<file path="src/rtl/spi_dma_fifo.sv">
// spi_dma_fifo
// ------------
// Buffering stage between the SPI shifter and the SPI DMA engine.
// Holds up to DEPTH received frames (RX, shifter -> DMA) and up to DEPTH
// frames to transmit (TX, DMA -> shifter). DMA request levels are raised
// by fill threshold. Overrun, overflow and underrun events are kept in
// sticky flags, which drive a registered interrupt.
//
// Ports:
//   clk, rst            rising-edge clock, synchronous active-high reset
//   flush               clears both FIFOs; sticky flags are kept
//   spi_rx_vld/_data    received frame from the shifter (push into RX)
//   dma_rxpop           DMA consumes the RX head
//   dma_rxbuff          RX head (first-word fall-through), 0 when empty
//   dma_rxne/dma_rxreq  RX not-empty / RX fill >= RX_THRES
//   dma_txpush/_txdata  DMA writes a frame into TX
//   dma_txreq           TX free slots >= TX_THRES
//   spi_txe             TX empty
//   spi_tx_pop          shifter takes the TX head at frame start
//   spi_tx_data         TX head, 0 when empty
//   ovr_clr             clears all sticky flags
//   rx_ovr/tx_ovf/tx_udr sticky error flags
//   irq_out             registered OR of the sticky flags

// One direction of the stage: circular buffer with a fill count.
// Push while full is accepted only together with a pop; pop while empty is
// ignored. flush overrides both.
module spi_dma_fifo_buf #(
  parameter int DEPTH = 8,
  parameter int DW    = 16
) (
  input  logic                       clk,
  input  logic                       rst,
  input  logic                       flush,
  input  logic                       push,
  input  logic [DW-1:0]              push_data,
  input  logic                       pop,
  output logic [DW-1:0]              head,
  output logic [$clog2(DEPTH):0]     count
);
  localparam int AW = $clog2(DEPTH);
  localparam logic [AW:0]   FULL_CNT = (AW+1)'(DEPTH);
  localparam logic [AW:0]   ZERO_CNT = (AW+1)'(0);
  localparam logic [AW:0]   CNT_ONE  = (AW+1)'(1);
  localparam logic [AW-1:0] PTR_ZERO = AW'(0);
  localparam logic [AW-1:0] PTR_ONE  = AW'(1);

  logic [DW-1:0] mem_r [DEPTH];
  logic [AW-1:0] wptr_r;
  logic [AW-1:0] rptr_r;
  logic [AW:0]   count_r;
  logic          empty_s;
  logic          full_s;
  logic          push_ok_s;
  logic          pop_ok_s;

  // Accept decode: a full buffer still takes a push when a pop frees the slot
  // in the same cycle; an empty buffer never pops (no bypass path).
  always_comb begin
    empty_s   = (count_r == ZERO_CNT);
    full_s    = (count_r == FULL_CNT);
    pop_ok_s  = pop & ~flush & ~empty_s;
    push_ok_s = push & ~flush & (~full_s | pop);
  end

  // Pointer and count registers.
  always_ff @(posedge clk) begin
    if (rst || flush) begin
      wptr_r  <= PTR_ZERO;
      rptr_r  <= PTR_ZERO;
      count_r <= ZERO_CNT;
    end else begin
      if (push_ok_s) begin
        wptr_r <= wptr_r + PTR_ONE;
      end
      if (pop_ok_s) begin
        rptr_r <= rptr_r + PTR_ONE;
      end
      case ({push_ok_s, pop_ok_s})
        2'b10:   count_r <= count_r + CNT_ONE;
        2'b01:   count_r <= count_r - CNT_ONE;
        default: count_r <= count_r;
      endcase
    end
  end

  // Storage array; contents are intentionally not reset.
  always_ff @(posedge clk) begin
    if (push_ok_s) begin
      mem_r[wptr_r] <= push_data;
    end
  end

  // Head output, forced to 0 when empty so stale memory never leaks out.
  always_comb begin
    if (empty_s) begin
      head = {DW{1'b0}};
    end else begin
      head = mem_r[rptr_r];
    end
  end

  assign count = count_r;
endmodule

module spi_dma_fifo #(
  parameter int DEPTH    = 8,
  parameter int DW       = 16,
  parameter int RX_THRES = 1,
  parameter int TX_THRES = 1
) (
  input  logic          clk,
  input  logic          rst,
  input  logic          flush,
  input  logic          spi_rx_vld,
  input  logic [DW-1:0] spi_rx_data,
  input  logic          dma_rxpop,
  output logic [DW-1:0] dma_rxbuff,
  output logic          dma_rxne,
  output logic          dma_rxreq,
  input  logic          dma_txpush,
  input  logic [DW-1:0] dma_txdata,
  output logic          dma_txreq,
  output logic          spi_txe,
  input  logic          spi_tx_pop,
  output logic [DW-1:0] spi_tx_data,
  input  logic          ovr_clr,
  output logic          rx_ovr,
  output logic          tx_ovf,
  output logic          tx_udr,
  output logic          irq_out
);
  localparam int AW = $clog2(DEPTH);
  localparam logic [AW:0] FULL_CNT  = (AW+1)'(DEPTH);
  localparam logic [AW:0] ZERO_CNT  = (AW+1)'(0);
  localparam logic [AW:0] RX_THR_CNT = (AW+1)'(RX_THRES);
  localparam logic [AW:0] TX_THR_CNT = (AW+1)'(TX_THRES);

  logic [AW:0] rx_count_s;
  logic [AW:0] tx_count_s;
  logic        rx_ovr_set_s;
  logic        tx_ovf_set_s;
  logic        tx_udr_set_s;
  logic        rx_ovr_r;
  logic        tx_ovf_r;
  logic        tx_udr_r;
  logic        irq_r;

  spi_dma_fifo_buf #(.DEPTH(DEPTH), .DW(DW)) u_rx (
    .clk       (clk),
    .rst       (rst),
    .flush     (flush),
    .push      (spi_rx_vld),
    .push_data (spi_rx_data),
    .pop       (dma_rxpop),
    .head      (dma_rxbuff),
    .count     (rx_count_s)
  );

  spi_dma_fifo_buf #(.DEPTH(DEPTH), .DW(DW)) u_tx (
    .clk       (clk),
    .rst       (rst),
    .flush     (flush),
    .push      (dma_txpush),
    .push_data (dma_txdata),
    .pop       (spi_tx_pop),
    .head      (spi_tx_data),
    .count     (tx_count_s)
  );

  // Status decode from the count registers, plus error-event detection.
  // A push into a full buffer is only an error when no pop accompanies it;
  // events during flush are suppressed.
  always_comb begin
    dma_rxne     = (rx_count_s != ZERO_CNT);
    dma_rxreq    = (rx_count_s >= RX_THR_CNT);
    dma_txreq    = ((FULL_CNT - tx_count_s) >= TX_THR_CNT);
    spi_txe      = (tx_count_s == ZERO_CNT);
    rx_ovr_set_s = spi_rx_vld & ~flush & (rx_count_s == FULL_CNT) & ~dma_rxpop;
    tx_ovf_set_s = dma_txpush & ~flush & (tx_count_s == FULL_CNT) & ~spi_tx_pop;
    tx_udr_set_s = spi_tx_pop & ~flush & (tx_count_s == ZERO_CNT);
  end

  // Sticky flags (set beats clear) and the interrupt, which lags the flags by one cycle.
  always_ff @(posedge clk) begin
    if (rst) begin
      rx_ovr_r <= 1'b0;
      tx_ovf_r <= 1'b0;
      tx_udr_r <= 1'b0;
      irq_r    <= 1'b0;
    end else begin
      rx_ovr_r <= rx_ovr_set_s | (rx_ovr_r & ~ovr_clr);
      tx_ovf_r <= tx_ovf_set_s | (tx_ovf_r & ~ovr_clr);
      tx_udr_r <= tx_udr_set_s | (tx_udr_r & ~ovr_clr);
      irq_r    <= rx_ovr_r | tx_ovf_r | tx_udr_r;
    end
  end

  assign rx_ovr  = rx_ovr_r;
  assign tx_ovf  = tx_ovf_r;
  assign tx_udr  = tx_udr_r;
  assign irq_out = irq_r;
endmodule

</file>
<file path="config.mk">
export PLATFORM = sky130hd
export DESIGN_NAME = spi_dma_fifo
export DESIGN_NICKNAME = d
export VERILOG_FILES = /design/src/rtl/spi_dma_fifo.sv
export SDC_FILE = /design/constraint.sdc
export NUM_CORES = 1
export LEC_CHECK = 0
export ABC_AREA = 1
export CORE_ASPECT_RATIO = 1.2
export CORE_MARGIN = 2
export CORE_UTILIZATION = 40
export DETAILED_ROUTE_END_ITERATION = 16
export GPL_TIMING_DRIVEN = 0
export PLACE_DENSITY = 0.66
export SLEW_MARGIN = 20
export SYNTH_ARGS = -nofsm -noshare
export SYNTH_HDL_FRONTEND = slang
export SYNTH_SLANG_ARGS = --single-unit
</file>
<file path="constraint.sdc">
create_clock -name clk -period 3.47 [get_ports clk]
set_input_delay 0.5205 -clock clk [delete_from_list [all_inputs] [get_ports clk]]
set_output_delay 0.5205 -clock clk [all_outputs]
set_load 0.01 [all_outputs]
</file>
==> results.toml, run 1 <==
[status]
outcome = "complete, no violations"

[clock_network]
clock_sinks = 286
clk_transition_reported_paths_ns = 0.06
cts_root_buffer = "clkbuf_16"
clk_latency_ns = 0.53
numCtsBuffers = 28
cts_resized = 0
cts_tree = "yes"
htree_levels = 1
clockBufferDepth = 3
hold_buffers = 0
postCtsSetupBuffers = 0

[route]
drc_errors = 0
drtAntennaViolNets = 0
routed_wl_microns = 26100
viasPerCell = 5.05
dr.first_iter.drc_count = 477
drt-pass1-iter-count = 5
drt-wirelength-per-cell_microns = 17.0
vias = 7738

[die]
initial_core_util_pct = 40.5
die_width_microns = 159
std_cell_rows = 68
io_pins = 80
dieArea_sq_mm = 0.0304
core-area_sq_mm = 0.0287
die_y_microns = 191

[synth]
synth-compound-area-share_pct = 11.3
synth_most_common_cell = "nor2_1"
synth_nets = 1049
synth-xor-area-share_pct = 0.302
synthCells = 997
yosys-mux-area-fraction_pct = 0
yosysWarnings = 0
yosysSeqAreaShare_pct = 71.4
synth_edf_count = 256
async_reset_ff_share_pct = 0
avgSynthCellArea_sq_um = 11.6
synth_area_sq_mm = 0.0116
synth_top_family_by_area = "simple AND/OR/NAND/NOR gates"
ys_ff_latch = 286
synth_cell_types = 30
synth_common_cells = "286 x nor2_1, 256 x edfxtp_1, 150 x o21ai_0"
synth.largest_area_cell = "edfxtp_1"
yosys.area_share.simple_pct = 11.9
synthAdderAreaFrac_pct = 1.29
yosys-top-cells-area = "edfxtp_1 66%, nor2_1 9.3%, o21ai_0 6.5%"
synth-main-ff-cell = "edfxtp_1"
netlist.area_leader.share_pct = 66.2

[critical_path]
worstPathRequired_ns = 2.95
crit_path_end_kind = "output pin"
critPathLaunchType = "flip-flop"
worstPathArrival_ns = 2.64
cp_max_fo = 10
worstSetupPathType = "flip-flop to output pin"

[global_route]
antenna_found_initial = 0
grt-ovfl-total = 0
grt_pass1_vias = 7550
grtUsageTotal_pct = 17.1
grt_max_degree = 15
grt_pass1_wl_microns = 40700

[sta]
max_slew.worst_pin.slew_ns = 0.803
hold_ws_ns = 0.465
finalCritPeriodShare_pct = 91.2
slew_viol_final = 0
finalHoldViolCount = 0
rsz0062_at_grt = "no"
period_minus_slack_ns = 3.16
slew_headroom_pct = 46.2
fin_tns_setup_ns = 0
skew_ns = 0.00859
setup_viol = 0
max_freq_mhz = 316

[hold_path]
hp-class = "flip-flop to flip-flop"

[power_and_ir_drop]
p_leak_uw = 0.00486
power.density_mw_per_mm2 = 508
ir_drop_uv = 358
power_uw = 7110

[run]
drv_cap = 0

[cells_and_area]
diodes = 0
layout-drive-gt1-share_pct = 11.3
fin_nets = 1179
synthToLayoutAreaGrowth_pct = 20.7
final_area_sq_mm = 0.0140

[placed_design]
hpwlAfterDp_microns = 18000
port_buffers = 79
gp_congestion = 0.790
placement.cell_area_sq_mm = 0.0131
==> critical path, cell delays in order (launching register included) <==
cell             delay, ns
dfxtp_1               0.33
inv_2                 0.16
clkbuf_1              0.45
o21ai_0               0.19
o21ai_1               0.15
o21ai_1               0.08
nor2_1                0.19
clkdlybuf4s50_1       0.57
==> final timing paths <==
path | from | to | slack (ns) | cells past startpoint
max | flip-flop | dma_rxbuff[4] | 0.31 | 7
max reg2reg | u_rx.count[0] | u_rx.mem_r[1][3] | 1.00 | 7
min reg2reg | u_rx.rptr_r[2] | u_rx.rptr_r[2] | 0.46 | 2
min | u_rx.rptr_r[2] | u_rx.rptr_r[2] | 0.46 | 2
==> power by group <==
group / switching, uW / internal, uW / total [uW]
registers: 13.1 / 3780 / 3800
clock network: 1210 / 1670 / 2880
logic: 259 / 181 / 441
==> logic make-up (layout without fill, tap and decap cells) <==
family                   Yosys count  count (layout)
buffers and inverters             85             235
AO/OA/AOI/OAI                    260             260
flip-flops                       286             286
XOR/XNOR                           4               4
adder cells (fa/ha/maj)           12              12
AND/OR/NAND/NOR                  350             350
==> layer usage <==
layer / track usage, % / share of wire [%]
met3: 2.13 / 4.8
met1: 20.6 / 41
met4: 6.05 / 3.1
met5: 0 / 0
met2: 31.5 / 51
==> flip-flops by register name, indices dropped and copies added (netlist names), named ones only <==
name and cells:
u_tx.mem_r 128, u_rx.rptr_r 3, rx_ovr 1, tx_udr 1, u_rx.mem_r 128, u_rx.count 4, u_tx.count 4, irq_out 1
u_tx.rptr_r 3, u_tx.wptr_r 3, tx_ovf 1, u_rx.wptr_r 3
==> cell usage in the layout, fill, tap and decap left out, types with 5 or more instances in the layout <==
cell	instances
nor2_1	278
edfxtp_1	256
o21ai_0	150
o21ai_1	88
clkdlybuf4s50_1	79
nand2_1	33
inv_1	31
dfxtp_1	30
clkbuf_16	29
buf_2	28
a21oi_1	20
buf_4	17
buf_6	15
clkbuf_1	13
ha_1	12
nor2_2	10
nor3_2	8
nand3_1	6
nor3_1	5
clkinv_2	5
==> area by class of cell <==
type	count	area, sq um
fillers	2526	14700
flip-flops and latches	286	8290
multi-input cells	626	2930
repair buffers	100	986
clock buffers	36	752
well taps	385	482
plain buffers	50	318
inverters	35	131
clock inverters	14	120
==> per-stage QoR <==
step	setup slack, ns	utilization (%)	instances
floorplan	0.901	-	997
detailed placement	0.502	45.8	1482
CTS	0.291	48.8	1532
global route	0.128	48.8	1532
global placement	-0.712	44.9	1461
finish	0.305	48.8	1532
Note: power is estimated with default switching activity, not from simulation.
==> run 2, diff against run 1 <==
--- a/config.mk
+++ b/config.mk
@@ -11,4 +11,4 @@
 export CORE_UTILIZATION = 40
+export CTS_CLUSTER_SIZE = 30
 export DETAILED_ROUTE_END_ITERATION = 16
-export GPL_TIMING_DRIVEN = 0
 export PLACE_DENSITY = 0.66
==> constraint.sdc (replaced) <==
create_clock -name clk -period 3.47 [get_ports clk]
set_input_delay 0.347 -clock clk [delete_from_list [all_inputs] [get_ports clk]]
set_output_delay 0.347 -clock clk [all_outputs]
set_load 0.01 [all_outputs]
==> run 2 against run 1 <==
Against the previous run:
- non-clock buffer count down 42
- cell count down 2.7%
- via count down 3.2%
- utilization down 0.68 points
- largest cell class unchanged
- maximum frequency up 1.9%
- hold slack about the same
- setup slack better by 0.060 ns
- routed wire length down 8.3%
==> results.toml, run 2 (synthesis gave the netlist of run 1 again) <==
[power_and_ir_drop]
ir_drop_uv = 424
p_leak_uw = 0.00474
power.density_mw_per_mm2 = 538

[route]
drc_errors = 0
routed_wl_microns = 23900
drtAntennaViolNets = 0
vias = 7490
dr.first_iter.drc_count = 496
viasPerCell = 5.03
drt-wirelength-per-cell_microns = 16.0
drt-pass1-iter-count = 5

[sta]
slew_viol_final = 0
max_freq_mhz = 322
finalCritPeriodShare_pct = 89.5
setup_viol = 0
period_minus_slack_ns = 3.11
max_slew.worst_pin.slew_ns = 0.910
finalHoldViolCount = 0
fin_tns_setup_ns = 0
rsz0062_at_grt = "no"
hold_ws_ns = 0.465
slew_headroom_pct = 39.4
skew_ns = 0.0140

[cells_and_area]
diodes = 0
reg_top3 = "u_rx.mem_r: 128 flops, u_tx.mem_r: 128 flops"
final_cell_mix = "286 x nor2_1, 256 x edfxtp_1, 150 x o21ai_0"
synthToLayoutAreaGrowth_pct = 19.0
layout-drive-gt1-share_pct = 8.87
postLayoutCoreUtil_pct = 48.2
fin_nets = 1137
final_common_cell = "nor2_1"

[placed_design]
port_buffers = 79
gp_congestion = 0.788
hpwlAfterDp_microns = 14800

[clock_network]
clockBufferDepth = 3
hold_buffers = 0
cts_resized = 0
cts_tree = "yes"
numCtsBuffers = 28
clk_transition_reported_paths_ns = 0.06
clk_latency_ns = 0.53
cts_root_buffer = "clkbuf_16"
postCtsSetupBuffers = 0
clock_sinks = 286
htree_levels = 1

[global_route]
grt_max_degree = 65
grt-ovfl-total = 0
grt_pass1_wl_microns = 37800
antenna_found_initial = 0
grtUsageTotal_pct = 15.5
grt_pass1_vias = 7177

[critical_path]
worstPathRequired_ns = 3.12
reg2reg_slack_ns = 1.08
cp_max_fo = 56
r2r_cells = 12
worstPathArrival_ns = 2.76
worstReg2RegStart = "u_tx.count[0]"
cp-endpoint = "dma_rxbuff[9]"
critPathLaunchType = "flip-flop"
crit_path_end_kind = "output pin"
r2r_end = "u_tx.count[2]"
worstSetupPathType = "flip-flop to output pin"

[die]
die_y_microns = 191
die_width_microns = 159
io_pins = 80
std_cell_rows = 68
dieArea_sq_mm = 0.0304
initial_core_util_pct = 40.5
core-area_sq_mm = 0.0287

[status]
outcome = "complete, no violations"

[hold_path]
hp-class = "flip-flop to flip-flop"

[run]
drv_cap = 0
run 2: cell count changes in the layout (fill, tap and decap cells not counted), sizes merged:
cell	delta
inv	+1
clkbuf	-14
clkinvlp	-1
clkinv	+3
buf	-35
bufinv	+4
run 2: metrics by stage:
stage | std cells | cell area, sq um | total power, uW | setup WS, ns
final | 1490 | 13800 | 7430 | 0.365
after global routing | 1490 | 13800 | 7680 | 0.121
after CTS | 1490 | 13800 | 7510 | 0.324
after detailed placement | 1440 | 12800 | 4300 | 0.893
after global placement | 1440 | 12800 | 4290 | 0.949
after floorplan | 997 | 11600 | 4080 | 0.901
run 2: final cells by class:
cell class / instances / area, sq um
timing repair buffer: 108 / 1010
inverter: 35 / 131
clock inverter: 21 / 263
multi-input combinational: 626 / 2910
fill: 2556 / 14900
clock buffer: 29 / 726
tap: 385 / 482
sequential: 286 / 8290
run 2: worst min path at each step:
stage	startpoint	end	slack (ns)	cells past startpoint
global route	rst	rx_ovr	0.48	2
global placement	u_tx.rptr_r[2]	u_tx.rptr_r[2]	0.45	2
floorplan	rst	rx_ovr	0.42	1
finish	u_tx.rptr_r[2]	flip-flop	0.47	2
detailed placement	u_tx.rptr_r[2]	u_tx.rptr_r[2]	0.46	2
CTS	ovr_clr	rx_ovr	0.46	4
run 2: power breakdown:
group | switching (uW) | internal, uW
Sequential | 16.4 | 3780
Clock | 1250 | 1960
Combinational | 247 | 173
run 2: worst max-delay path: stages (launching register included):
cell             delay (ns)
dfxtp_2                0.92
buf_4                  0.29
o21ai_0                0.09
o21ai_0                0.17
nor2_1                 0.05
nor2_1                 0.13
clkdlybuf4s50_1        0.55
run 2: layer usage:
layer | routed length, microns | up-vias | track usage [%]
met5 | 0 | - | 0
met4 | 471 | 0 | 4.30
met3 | 1280 | 38 | 2.61
met2 | 11900 | 180 | 27.5
met1 | 10300 | 3598 | 19.5
li1 | - | 3674 | -
